[src/rtl/pc_update_unit.sv]
// Program-counter register stage for the multicycle MIPS datapath: next-PC select, EPC, sticky
// misaligned-target fault and branch-taken pulse. Optional branch statistics under PC_BRANCH_STATS_EN.
module pc_update_unit #(
  parameter logic [31:0] RESET_PC   = 32'h0000_0000,
  parameter logic [31:0] EXC_VECTOR = 32'h0000_0080
) (
  input  logic        clock,
  input  logic        reset,
  input  logic        PCWrite,
  input  logic        PCWriteCond,
  input  logic        CondFio,
  input  logic [1:0]  PCSource,
  input  logic [31:0] ALUResult,
  input  logic [31:0] ALUOut,
  input  logic [25:0] InstrIndex,
  input  logic        EPCWrite,
  input  logic        ClearFault,
  output logic [31:0] PC,
  output logic [31:0] EPC,
  output logic        BranchTaken,
`ifdef PC_BRANCH_STATS_EN
  output logic [15:0] BranchCount,
  output logic [15:0] TakenCount,
`endif
  output logic        MisalignFault
);

  logic        pc_en_s;
  logic        taken_s;
  logic        misalign_s;
  logic [31:0] next_pc_s;
  logic [31:0] pc_r;
  logic [31:0] epc_r;
  logic        branch_taken_r;
  logic        fault_r;

  // Write enable, next-PC mux and misalignment detection.
  always_comb begin
    taken_s = PCWriteCond & CondFio;
    pc_en_s = PCWrite | taken_s;
    case (PCSource)
      2'b00:   next_pc_s = ALUResult;
      2'b01:   next_pc_s = ALUOut;
      2'b10:   next_pc_s = {pc_r[31:28], InstrIndex, 2'b00};
      2'b11:   next_pc_s = EXC_VECTOR;
      default: next_pc_s = EXC_VECTOR;
    endcase
    // The exception vector is trusted even if someone parameterises it unaligned.
    if (pc_en_s && (next_pc_s[1:0] != 2'b00) && (PCSource != 2'b11)) begin
      misalign_s = 1'b1;
    end else begin
      misalign_s = 1'b0;
    end
  end

  // PC, EPC, fault flag and branch-taken pulse registers.
  always_ff @(posedge clock) begin
    if (reset) begin
      pc_r           <= RESET_PC;
      epc_r          <= 32'h0000_0000;
      branch_taken_r <= 1'b0;
      fault_r        <= 1'b0;
    end else begin
      branch_taken_r <= taken_s;
      if (misalign_s) begin
        pc_r    <= EXC_VECTOR;
        epc_r   <= pc_r;
        fault_r <= 1'b1;
      end else begin
        if (pc_en_s) begin
          pc_r <= next_pc_s;
        end else begin
          pc_r <= pc_r;
        end
        if (EPCWrite) begin
          epc_r <= ALUResult;
        end else begin
          epc_r <= epc_r;
        end
        if (ClearFault) begin
          fault_r <= 1'b0;
        end else begin
          fault_r <= fault_r;
        end
      end
    end
  end

  assign PC            = pc_r;
  assign EPC           = epc_r;
  assign BranchTaken   = branch_taken_r;
  assign MisalignFault = fault_r;

`ifdef PC_BRANCH_STATS_EN
  logic [15:0] branch_cnt_r;
  logic [15:0] taken_cnt_r;

  // Saturating branch statistics counters.
  always_ff @(posedge clock) begin
    if (reset) begin
      branch_cnt_r <= 16'h0000;
      taken_cnt_r  <= 16'h0000;
    end else begin
      if (PCWriteCond && (branch_cnt_r != 16'hFFFF)) begin
        branch_cnt_r <= branch_cnt_r + 16'd1;
      end else begin
        branch_cnt_r <= branch_cnt_r;
      end
      if (taken_s && (taken_cnt_r != 16'hFFFF)) begin
        taken_cnt_r <= taken_cnt_r + 16'd1;
      end else begin
        taken_cnt_r <= taken_cnt_r;
      end
    end
  end

  assign BranchCount = branch_cnt_r;
  assign TakenCount  = taken_cnt_r;
`endif

endmodule

[config.mk]
export PLATFORM = sky130hd
export DESIGN_NAME = pc_update_unit
export DESIGN_NICKNAME = d
export VERILOG_FILES = /design/src/rtl/pc_update_unit.sv
export SDC_FILE = /design/constraint.sdc
export NUM_CORES = 1
export LEC_CHECK = 0
export CAP_MARGIN = 25
export CORE_MARGIN = 5
export CORE_UTILIZATION = 41
export CTS_CLUSTER_SIZE = 40
export DETAILED_ROUTE_END_ITERATION = 10
export MAX_ROUTING_LAYER = met4
export PLACE_DENSITY = 0.9
export SYNTH_ARGS = -nofsm -noshare
export SYNTH_HDL_FRONTEND = slang
export SYNTH_SLANG_ARGS = --single-unit
export TNS_END_PERCENT = 1
[constraint.sdc]
create_clock -name clock -period 1.7 [get_ports clock]
set_input_delay 0.17 -clock clock [delete_from_list [all_inputs] [get_ports clock]]
set_output_delay 0.17 -clock clock [all_outputs]
set_load 0.05 [all_outputs]
==> summary.txt, run 1 <==
STA
  • Worst-margin pin slew: 554 ps
  • Max transition margin: 63.0%
  • Slew Limit Fails: 0
  • Period utilization: 97.6%
  • Final Skew: 5.45 ps
  • Worst setup margin: 40.3 ps
  • Max Clk Rate: 603 MHz
  • Final setup vio count: 0
  • Hold Violations, Final: 0
  • Clock period minus worst slack: 1660 ps
  • Hold slack: 477 ps

Setup path
  • CP Max Fanout: 2
  • Critical Path RT: 1530 ps
  • CP Class: register to primary output
  • CP max stage delay: 810 ps
  • Worst r2r path cells: 3
  • CP Launch Type: register
  • Crit path buf inv count: 1
  • CP endpoint kind: primary output
  • Flop2flop setup slack: 860 ps
  • Critical path's slowest cell: clkdlybuf4s50_1
  • CP Data Arrival Time: 1490 ps
  • R2r startpoint: EPC[7]
  • Worst-path cell chain: clkdlybuf4s50_1
  • Critical R2R Capture: EPC[7]
  • CP top delay family: buffers and inverters

Clock tree
  • CTS Sinks: 66
  • Root buffer cell: clkbuf_8
  • Htree depth: 3
  • CTS max path bufs: 2
  • CTS tree: done
  • Clk slew on worst S/H paths: 80 ps
  • CTS Buf Count: 9
  • Post-CTS Hold Buffers: 0
  • Setup Buffers After CTS: 0
  • Clk Latency, worst-skew pair: 330 ps

GRT
  • First-pass GRT wire length: 17.6 mm
  • Largest net degree at the start of global routing: 38
  • Remaining global-route overflow: 0
  • Vias in the first global route: 3601
  • Tot GR Track Use: 22.3%
  • Initial antenna violation count: 0

Drt
  • Post-route ant nets: 0
  • Routed vias: 3283
  • Drt drc: 0
  • Initial DRC count: 129
  • Wire per inst: 18.4 um
  • First-pass DRT Iterations: 4
  • Via-per-instance ratio: 5.42
  • Total Wirelength: 11.1 mm

Power
  • Maximum vdd drop: 0.422 mV
  • Total power draw: 4.30 mW
  • Seq pwr share: 39.4%
  • Power per standard cell area: 791 nW/um^2
  • Pleak: 2.57 nW
  • Int Power: 2.93 mW
  • Switching Power: 1.37 mW
  • Clock share of power: 30.0%
  • Power share of the combinational group: 30.6%
  • Sw Share: 31.9%

Die
  • I/O pin count: 165
  • Initial Util: 41.4%
  • Die area: 10100 um^2
  • Site Rows: 33
  • Core footprint: 8090 um^2
  • Die Wd: 100 um
  • DIE HEIGHT: 100 um

Synth
  • Mapped Area: 3350 um^2
  • Syn nets: 431
  • Synth area leaders: dfxtp_1 39%, mux2i_1 17%, mux2_2 10%
  • Synth area leader: dfxtp_1
  • Unique masters post-synth: 33
  • Syn. warnings: 0
  • Share of the synthesized area in the top cell type: 39.5%
  • Avg Inst Size Synth: 10.1 um^2
  • Post-synthesis sequential area ratio: 39.5%
  • Register bit total from synthesis: 66
  • Synth Instances: 332

Place
  • Pre-CTS WS: -139 ps
  • Input/output buffers: 164
  • DP Cell Count: 590
  • DP Wirelength: 8.41 mm
  • Final RePlAce weighted congestion: 0.829

Run status
  • Status: complete, no violations

Worst hold path
  • Hold endpoint: BranchTaken
  • Min-delay src: CondFio
  • Hold depth: 2
  • Worst hold path class: primary input to register

Finish
  • Most frequent cells in the layout: 125 x clkdlybuf4s50_1, 66 x dfxtp_1, 57 x mux2i_1
  • # nets final: 595
  • Share of cells above drive strength 1: 16.2%
  • # diodes: 0
  • Most common cell after layout, fill and taps aside: clkdlybuf4s50_1
  • Area growth syn-to-layout: 62.1%
  • Cell Count, Final, Fillers Out: 606

Job
  • Max-cap violations: 0
## cells by family after synthesis
group | Yosys count | synth area share (%)
AOI/OAI and AO/OA | 78 | 18.6
DFF | 66 | 39.5
and+or+nand+nor | 68 | 9.90
muxes | 87 | 27.1
buffers and inverters | 33 | 4.90
## sequential cells by signal (all words and copies together), names as in the netlist
name	cells
EPC	32
PC	32
BranchTaken	1
MisalignFault	1
## worst reg2reg max path, cell delays in order (launching register included)
cell	delay, ps
dfxtp_1	310
mux2i_1	160
o41ai_1	110
o211a_1	150
## worst max path at each step
stage	cells past startpoint	endpoint	slack (ps)	startpoint
3_3_place_gp	5	PC[4]	-50	PCSource[0]
3_5_place_dp	5	PC[31]	-140	PCSource[0]
6_report	1	EPC[25]	40	EPC[25]
2_1_floorplan	5	EPC[12]	340	PCSource[0]
4_1_cts	1	PC[30]	0.2	PC[30]
5_1_grt	1	EPC[25]	-10	EPC[25]
## routing by layer
| layer | wire length, um | global-route usage (%) | vias to the layer above |
|---|---|---|---|
| li1 | - | - | 1580 |
| met1 | 4360 | 24.6 | 1546 |
| met2 | 5830 | 39.4 | 132 |
| met3 | 685 | 4.38 | 25 |
| met4 | 260 | 8.81 | 0 |
| met5 | 0 | - | - |
## power groups by stage
stage | logic, mW | clock network, mW | registers (mW)
final | 1.31 | 1.29 | 1.69
after global routing | 1.38 | 1.39 | 1.70
after CTS | 1.32 | 1.31 | 1.69
after detailed placement | 1.32 | 0 | 1.73
after global placement | 1.29 | 0 | 1.73
after floorplan | 0.433 | 0 | 2.04
## metrics by stage
stage	TNS [ps]	cell area (um^2)	utilization [%]
2_1_floorplan	0	3350	-
5_1_grt	-9.85	5430	67.1
3_3_place_gp	-666	5190	64.1
6_report	0	5430	67.1
4_1_cts	0	5370	66.4
3_5_place_dp	-5470	5190	64.1
## repair_timing
| item | CTS | global route |
|---|---|---|
| endpoints found under the hold margin | 0 | 0 |
| resized for setup | 7 | 23 |
| setup endpoints to repair | 7 | 23 |
## cell usage after synthesis
cell type	number
and3_1	3
a311oi_1	1
dfxtp_1	66
buf_6	3
o41ai_1	7
mux2i_1	57
inv_1	2
buf_2	11
mux2_2	30
or3_1	1
nor2_1	1
o21ai_0	4
nand4_1	1
o22ai_1	25
or3b_1	1
nor4_4	1
a211oi_2	1
o211a_1	7
nor2b_1	2
o311ai_4	1
a2bb2oi_1	25
inv_2	1
nand2b_1	1
a211oi_1	3
clkbuf_1	15
buf_4	1
a21o_1	1
nand3_1	5
nor3b_4	1
nand2_1	50
a21oi_1	2
o2bb2ai_1	1
nor3_4	1
## layout make-up
type	instances	area (um^2)
Fill cell	671	2660
Timing Repair Buffer	183	1910
Multi-Input combinational cell	233	1870
Sequential cell	66	1320
Tap cell	105	131
Clock buffer	9	124
Clock inverter	7	70.1
Inverter	3	11.3
Note: power is estimated with default switching activity, not from simulation.
==> run 2: changes to the inputs <==
RECOVER_POWER = 50   (was unset)
==> run 2 against run 1 <==
Effect of this change:
- non-clock buffer count unchanged
- die area stayed put
- final cell count unchanged
- power down 1.2%
- register-to-register slack barely moved
- sequential share of layout area rose by 1.2 points
- worst setup slack worse by 1.1 ps
- sequential cell count stayed put
- critical endpoint is now PC[6]
==> summary.txt, run 2 (same netlist as run 1, synthesis figures left out) <==
Run status
  • Status: complete, no violations (unchanged)

Power
  • Pleak: 2.10 nW (was 2.57 nW)
  • Power per standard cell area: 820 nW/um^2 (was 791 nW/um^2)
  • Maximum vdd drop: 0.420 mV (was 0.422 mV)

Setup path
  • Critical path's slowest cell: clkdlybuf4s50_1 (unchanged)
  • Worst-path cell chain: clkdlybuf4s50_1 (unchanged)
  • CP Class: register to primary output (unchanged)
  • Crit path depth: 1 (unchanged)
  • Critical Path RT: 1530 ps (about the same)
  • CP endpoint kind: primary output (unchanged)
  • CP Launch Type: register (unchanged)
  • CP Max Fanout: 2 (unchanged)
  • Worst r2r path cells: 3 (unchanged)
  • Crit path buf inv count: 1 (unchanged)
  • CP max stage delay: 810 ps (about the same)
  • CP Data Arrival Time: 1490 ps (about the same)
  • R2r startpoint: EPC[23] (was EPC[7])
  • Critical Path Source: PC[6] (was EPC[25])
  • CP top delay family: buffers and inverters (unchanged)

Drt
  • Initial DRC count: 147 (was 129)
  • Total Wirelength: 11.1 mm (about the same)
  • Via-per-instance ratio: 5.42 (about the same)
  • Routed vias: 3287 (was 3283)
  • Drt drc: 0 (unchanged)
  • Post-route ant nets: 0 (unchanged)
  • Wire per inst: 18.2 um (was 18.4 um)
  • First-pass DRT Iterations: 4 (unchanged)

GRT
  • First-pass GRT wire length: 17.6 mm (unchanged)
  • Remaining global-route overflow: 0 (unchanged)
  • Initial antenna violation count: 0 (unchanged)
  • Tot GR Track Use: 22.3% (unchanged)
  • Vias in the first global route: 3601 (unchanged)
  • Largest net degree at the start of global routing: 38 (unchanged)

STA
  • Setup TNS: 0 ps (unchanged)
  • Clock period minus worst slack: 1660 ps (about the same)
  • Final setup vio count: 0 (unchanged)
  • Max Clk Rate: 602 MHz (was 603 MHz)
  • Slew Limit Fails: 0 (unchanged)
  • Hold Violations, Final: 0 (unchanged)
  • Period utilization: 97.7% (was 97.6%)
  • Final Skew: 8.14 ps (was 5.45 ps)
  • Max transition margin: 56.0% (was 63.0%)
  • Worst-margin pin slew: 662 ps (was 554 ps)

Place
  • Final RePlAce weighted congestion: 0.829 (unchanged)
  • Input/output buffers: 164 (unchanged)
  • DP Wirelength: 8.41 mm (unchanged)

Die
  • Die area: 10100 um^2 (unchanged)
  • Site Rows: 33 (unchanged)
  • Initial Util: 41.4% (unchanged)
  • DIE HEIGHT: 100 um (unchanged)
  • Core footprint: 8090 um^2 (unchanged)
  • I/O pin count: 165 (unchanged)
  • Die Wd: 100 um (unchanged)

Clock tree
  • CTS max path bufs: 2 (unchanged)
  • CTS tree: done (unchanged)
  • Htree depth: 3 (unchanged)
  • Clk Latency, worst-skew pair: 330 ps (about the same)
  • Post-CTS Hold Buffers: 0 (unchanged)
  • # resized after CTS: 7 (unchanged)
  • Clk slew on worst S/H paths: 80 ps (about the same)
  • Setup Buffers After CTS: 0 (unchanged)
  • CTS Buf Count: 9 (unchanged)
  • Root buffer cell: clkbuf_8 (unchanged)
  • CTS Sinks: 66 (unchanged)

Finish
  • # nets final: 595 (unchanged)
  • Multi-input logic area: 1860 um^2 (was 1870 um^2)
  • Share of cells above drive strength 1: 14.6% (was 16.2%)
  • Final Core Density: 64.0% (was 67.1%)
  • Area growth syn-to-layout: 54.6% (was 62.1%)
  • Fillers: 713 (was 671)
  • # diodes: 0 (unchanged)
  • Seq. cell area: 1320 um^2 (unchanged)
  • Most common cell after layout, fill and taps aside: clkdlybuf4s50_1 (unchanged)
  • Most frequent cells in the layout: 123 x clkdlybuf4s50_1, 66 x dfxtp_1, 57 x mux2i_1 (was 125 x clkdlybuf4s50_1, 66 x dfxtp_1, 57 x mux2i_1)

Job
  • Max-cap violations: 0 (unchanged)

Worst hold path
  • Hold depth: 3 (was 2)
  • Worst hold path class: primary input to register (unchanged)
  • Min-delay src: PCSource[1] (was CondFio)
## run 2: final timing paths
check	endpoint	slack, ps
worst max-delay path	PC[6]	40
worst min-delay path	EPC[28]	480
worst max register to register	EPC[23]	850
worst min register to register	MisalignFault	490
## run 2: layout make-up
class	count	share of cell area, %
timing repair buffer	183	32.1
sequential	66	25.5
clock buffer	9	2.39
multi-input combinational	233	35.8
tap	105	2.54
inverter	3	0.218
clock inverter	7	1.35
## run 2: layer usage
layer | GRT usage (%) | vias to the layer above | part of all wire, %
met1 | 24.6 | 1551 | 38
met4 | 8.81 | 0 | 2.6
li1 | - | 1574 | -
met2 | 39.4 | 134 | 53
met5 | - | - | 0
met3 | 4.38 | 28 | 6.3
## run 2: through the flow
step                      total power [mW]  std cells  instance area, um^2  hold WS [ps]  worst slack (ps)
after floorplan                       2.47        332                 3350           235               340
after global placement                3.02        590                 5190           468             -48.4
after detailed placement              3.05        590                 5190           485              -139
after CTS                             4.32        606                 5370           469             0.202
after global routing                  4.42        606                 5180           477             -9.85
final                                 4.25        606                 5180           475              39.2
## run 2: power by group
part / internal [mW] / switching [mW] / leakage (nW) / total [mW]
Sequential: 1.64 / 0.0538 / 0.541 / 1.69
Clock: 0.671 / 0.622 / 0.0873 / 1.29
Combinational: 0.563 / 0.696 / 1.47 / 1.26
Total: 2.87 / 1.37 / 2.10 / 4.25
==> run 3: changes to the inputs <==
MAX_ROUTING_LAYER = unset   (was met4)
TNS_END_PERCENT = 10   (was 1)
==> run 3 against run 2 <==
Effect of this change:
- non-clock buffer count did not move
- utilization fell by 0.31 points
- register-to-register slack barely moved
- sequential cell count did not move
- worst setup slack improved by 4.7 ps
- critical endpoint unchanged
- largest power group unchanged
==> summary.txt, run 3 (same netlist as run 1, synthesis figures left out) <==
Die
  • Core footprint: 8090 um^2 (unchanged)
  • DIE HEIGHT: 100 um (unchanged)
  • Die Wd: 100 um (unchanged)
  • Site Rows: 33 (unchanged)
  • I/O pin count: 165 (unchanged)
  • Initial Util: 41.4% (unchanged)
  • Die area: 10100 um^2 (unchanged)

Setup path
  • Flop2flop setup slack: 850 ps (about the same)
  • CP Class: register to primary output (unchanged)
  • Critical R2R Capture: EPC[23] (unchanged)
  • CP Max Fanout: 2 (unchanged)
  • Worst r2r path cells: 3 (unchanged)
  • CP Data Arrival Time: 1490 ps (about the same)
  • Critical path's slowest cell: clkdlybuf4s50_1 (unchanged)
  • Crit path depth: 1 (unchanged)
  • CP endpoint kind: primary output (unchanged)
  • Crit path buf inv count: 1 (unchanged)
  • CP max stage delay: 810 ps (about the same)
  • Worst-path cell chain: clkdlybuf4s50_1 (unchanged)
  • CP Launch Type: register (unchanged)
  • CP top delay family: buffers and inverters (unchanged)
  • Critical Path RT: 1530 ps (about the same)
  • R2r startpoint: EPC[23] (unchanged)

Finish
  • Most frequent cells in the layout: 119 x clkdlybuf4s50_1, 66 x dfxtp_1, 57 x mux2i_1 (was 123 x clkdlybuf4s50_1, 66 x dfxtp_1, 57 x mux2i_1)
  • # diodes: 0 (unchanged)
  • Final Core Density: 63.7% (was 64.0%)
  • Cell Count, Final, Fillers Out: 606 (unchanged)
  • Most common cell after layout, fill and taps aside: clkdlybuf4s50_1 (unchanged)
  • # nets final: 595 (unchanged)
  • Share of cells above drive strength 1: 14.6% (unchanged)
  • Design Area, Final: 5150 um^2 (was 5180 um^2)
  • Area growth syn-to-layout: 53.8% (was 54.6%)

Clock tree
  • CTS tree: done (unchanged)
  • # resized after CTS: 7 (unchanged)
  • Root buffer cell: clkbuf_8 (unchanged)
  • Post-CTS Hold Buffers: 0 (unchanged)
  • Clk Latency, worst-skew pair: 320 ps (was 330 ps)
  • CTS Sinks: 66 (unchanged)
  • Setup Buffers After CTS: 0 (unchanged)
  • Htree depth: 3 (unchanged)
  • CTS Buf Count: 9 (unchanged)
  • Clk slew on worst S/H paths: 80 ps (about the same)
  • CTS max path bufs: 2 (unchanged)

STA
  • Final setup vio count: 0 (unchanged)
  • Hold Violations, Final: 0 (unchanged)
  • Clock period minus worst slack: 1660 ps (about the same)
  • Worst setup margin: 43.9 ps (was 39.2 ps)
  • Slew Limit Fails: 0 (unchanged)
  • Period utilization: 97.4% (was 97.7%)
  • Max transition margin: 56.4% (was 56.0%)
  • Setup TNS: 0 ps (unchanged)
  • Worst-margin pin slew: 657 ps (was 662 ps)
  • Hold slack: 480 ps (was 475 ps)
  • Final Skew: 7.89 ps (was 8.14 ps)
  • Max Clk Rate: 604 MHz (was 602 MHz)

Power
  • Total power draw: 4.23 mW (was 4.25 mW)
  • Pleak: 2.09 nW (was 2.10 nW)
  • Maximum vdd drop: 0.420 mV (about the same)
  • Power per standard cell area: 821 nW/um^2 (was 820 nW/um^2)

Drt
  • Post-route ant nets: 0 (unchanged)
  • Initial DRC count: 137 (was 147)
  • First-pass DRT Iterations: 4 (unchanged)
  • Routed vias: 3273 (was 3287)
  • Via-per-instance ratio: 5.40 (was 5.42)
  • Drt drc: 0 (unchanged)
  • Wire per inst: 18.2 um (about the same)
  • Total Wirelength: 11.0 mm (was 11.1 mm)

Place
  • Input/output buffers: 164 (unchanged)
  • DP Wirelength: 8.41 mm (unchanged)
  • DP Cell Count: 590 (unchanged)
  • Post-place instance area: 5190 um^2 (unchanged)
  • Pre-CTS WS: -139 ps (unchanged)
  • Final RePlAce weighted congestion: 0.817 (was 0.829)

GRT
  • Largest net degree at the start of global routing: 38 (unchanged)
  • Vias in the first global route: 3606 (was 3601)
  • Initial antenna violation count: 0 (unchanged)
  • First-pass GRT wire length: 17.6 mm (about the same)
  • Remaining global-route overflow: 0 (unchanged)
  • Tot GR Track Use: 21.7% (was 22.3%)

Worst hold path
  • Min-delay src: CondFio (was PCSource[1])
  • Worst hold path class: primary input to register (unchanged)
  • Hold depth: 2 (was 3)
  • Hold endpoint: BranchTaken (was EPC[28])

Job
  • Max-cap violations: 0 (unchanged)

Run status
  • Status: complete, no violations (unchanged)
-- run 3: cell count changes in the layout (fill, tap and decap cells not counted) --
cell	before	now
clkbuf_1	31	35
clkdlybuf4s50_1	123	119
-- run 3: power breakdown --
part	switching (mW)	internal [mW]	total (mW)
clock network	0.613	0.671	1.28
logic	0.695	0.556	1.25
registers	0.0537	1.64	1.69
-- run 3: worst max-delay path by stage --
stage | to | slack [ps] | startpoint
global placement | PC[4] | -50 | PCSource[0]
finish | PC[6] | 40 | PC[6]
detailed placement | PC[31] | -140 | PCSource[0]
global route | EPC[25] | -10 | EPC[25]
CTS | PC[30] | 0.2 | PC[30]
floorplan | EPC[12] | 340 | PCSource[0]
-- run 3: layout make-up --
type                            count  area, um^2
Fill cell                         716        2940
Multi-Input combinational cell    233        1860
Timing Repair Buffer              183        1640
Sequential cell                    66        1320
Tap cell                          105         131
Clock buffer                        9         124
Clock inverter                      7        70.1
Inverter                            3        11.3
-- run 3: per-layer routing --
metal	wire length, um	global-route usage [%]
met5	0	0
met2	5930	39.4
met1	4120	24.0
met3	737	5.49
met4	211	8.81
-- run 3: worst register-to-register path: stages (launching register included) --
cell and delay [ps]:
dfxtp_1 310, mux2_2 260, nand2_1 70, mux2i_1 90
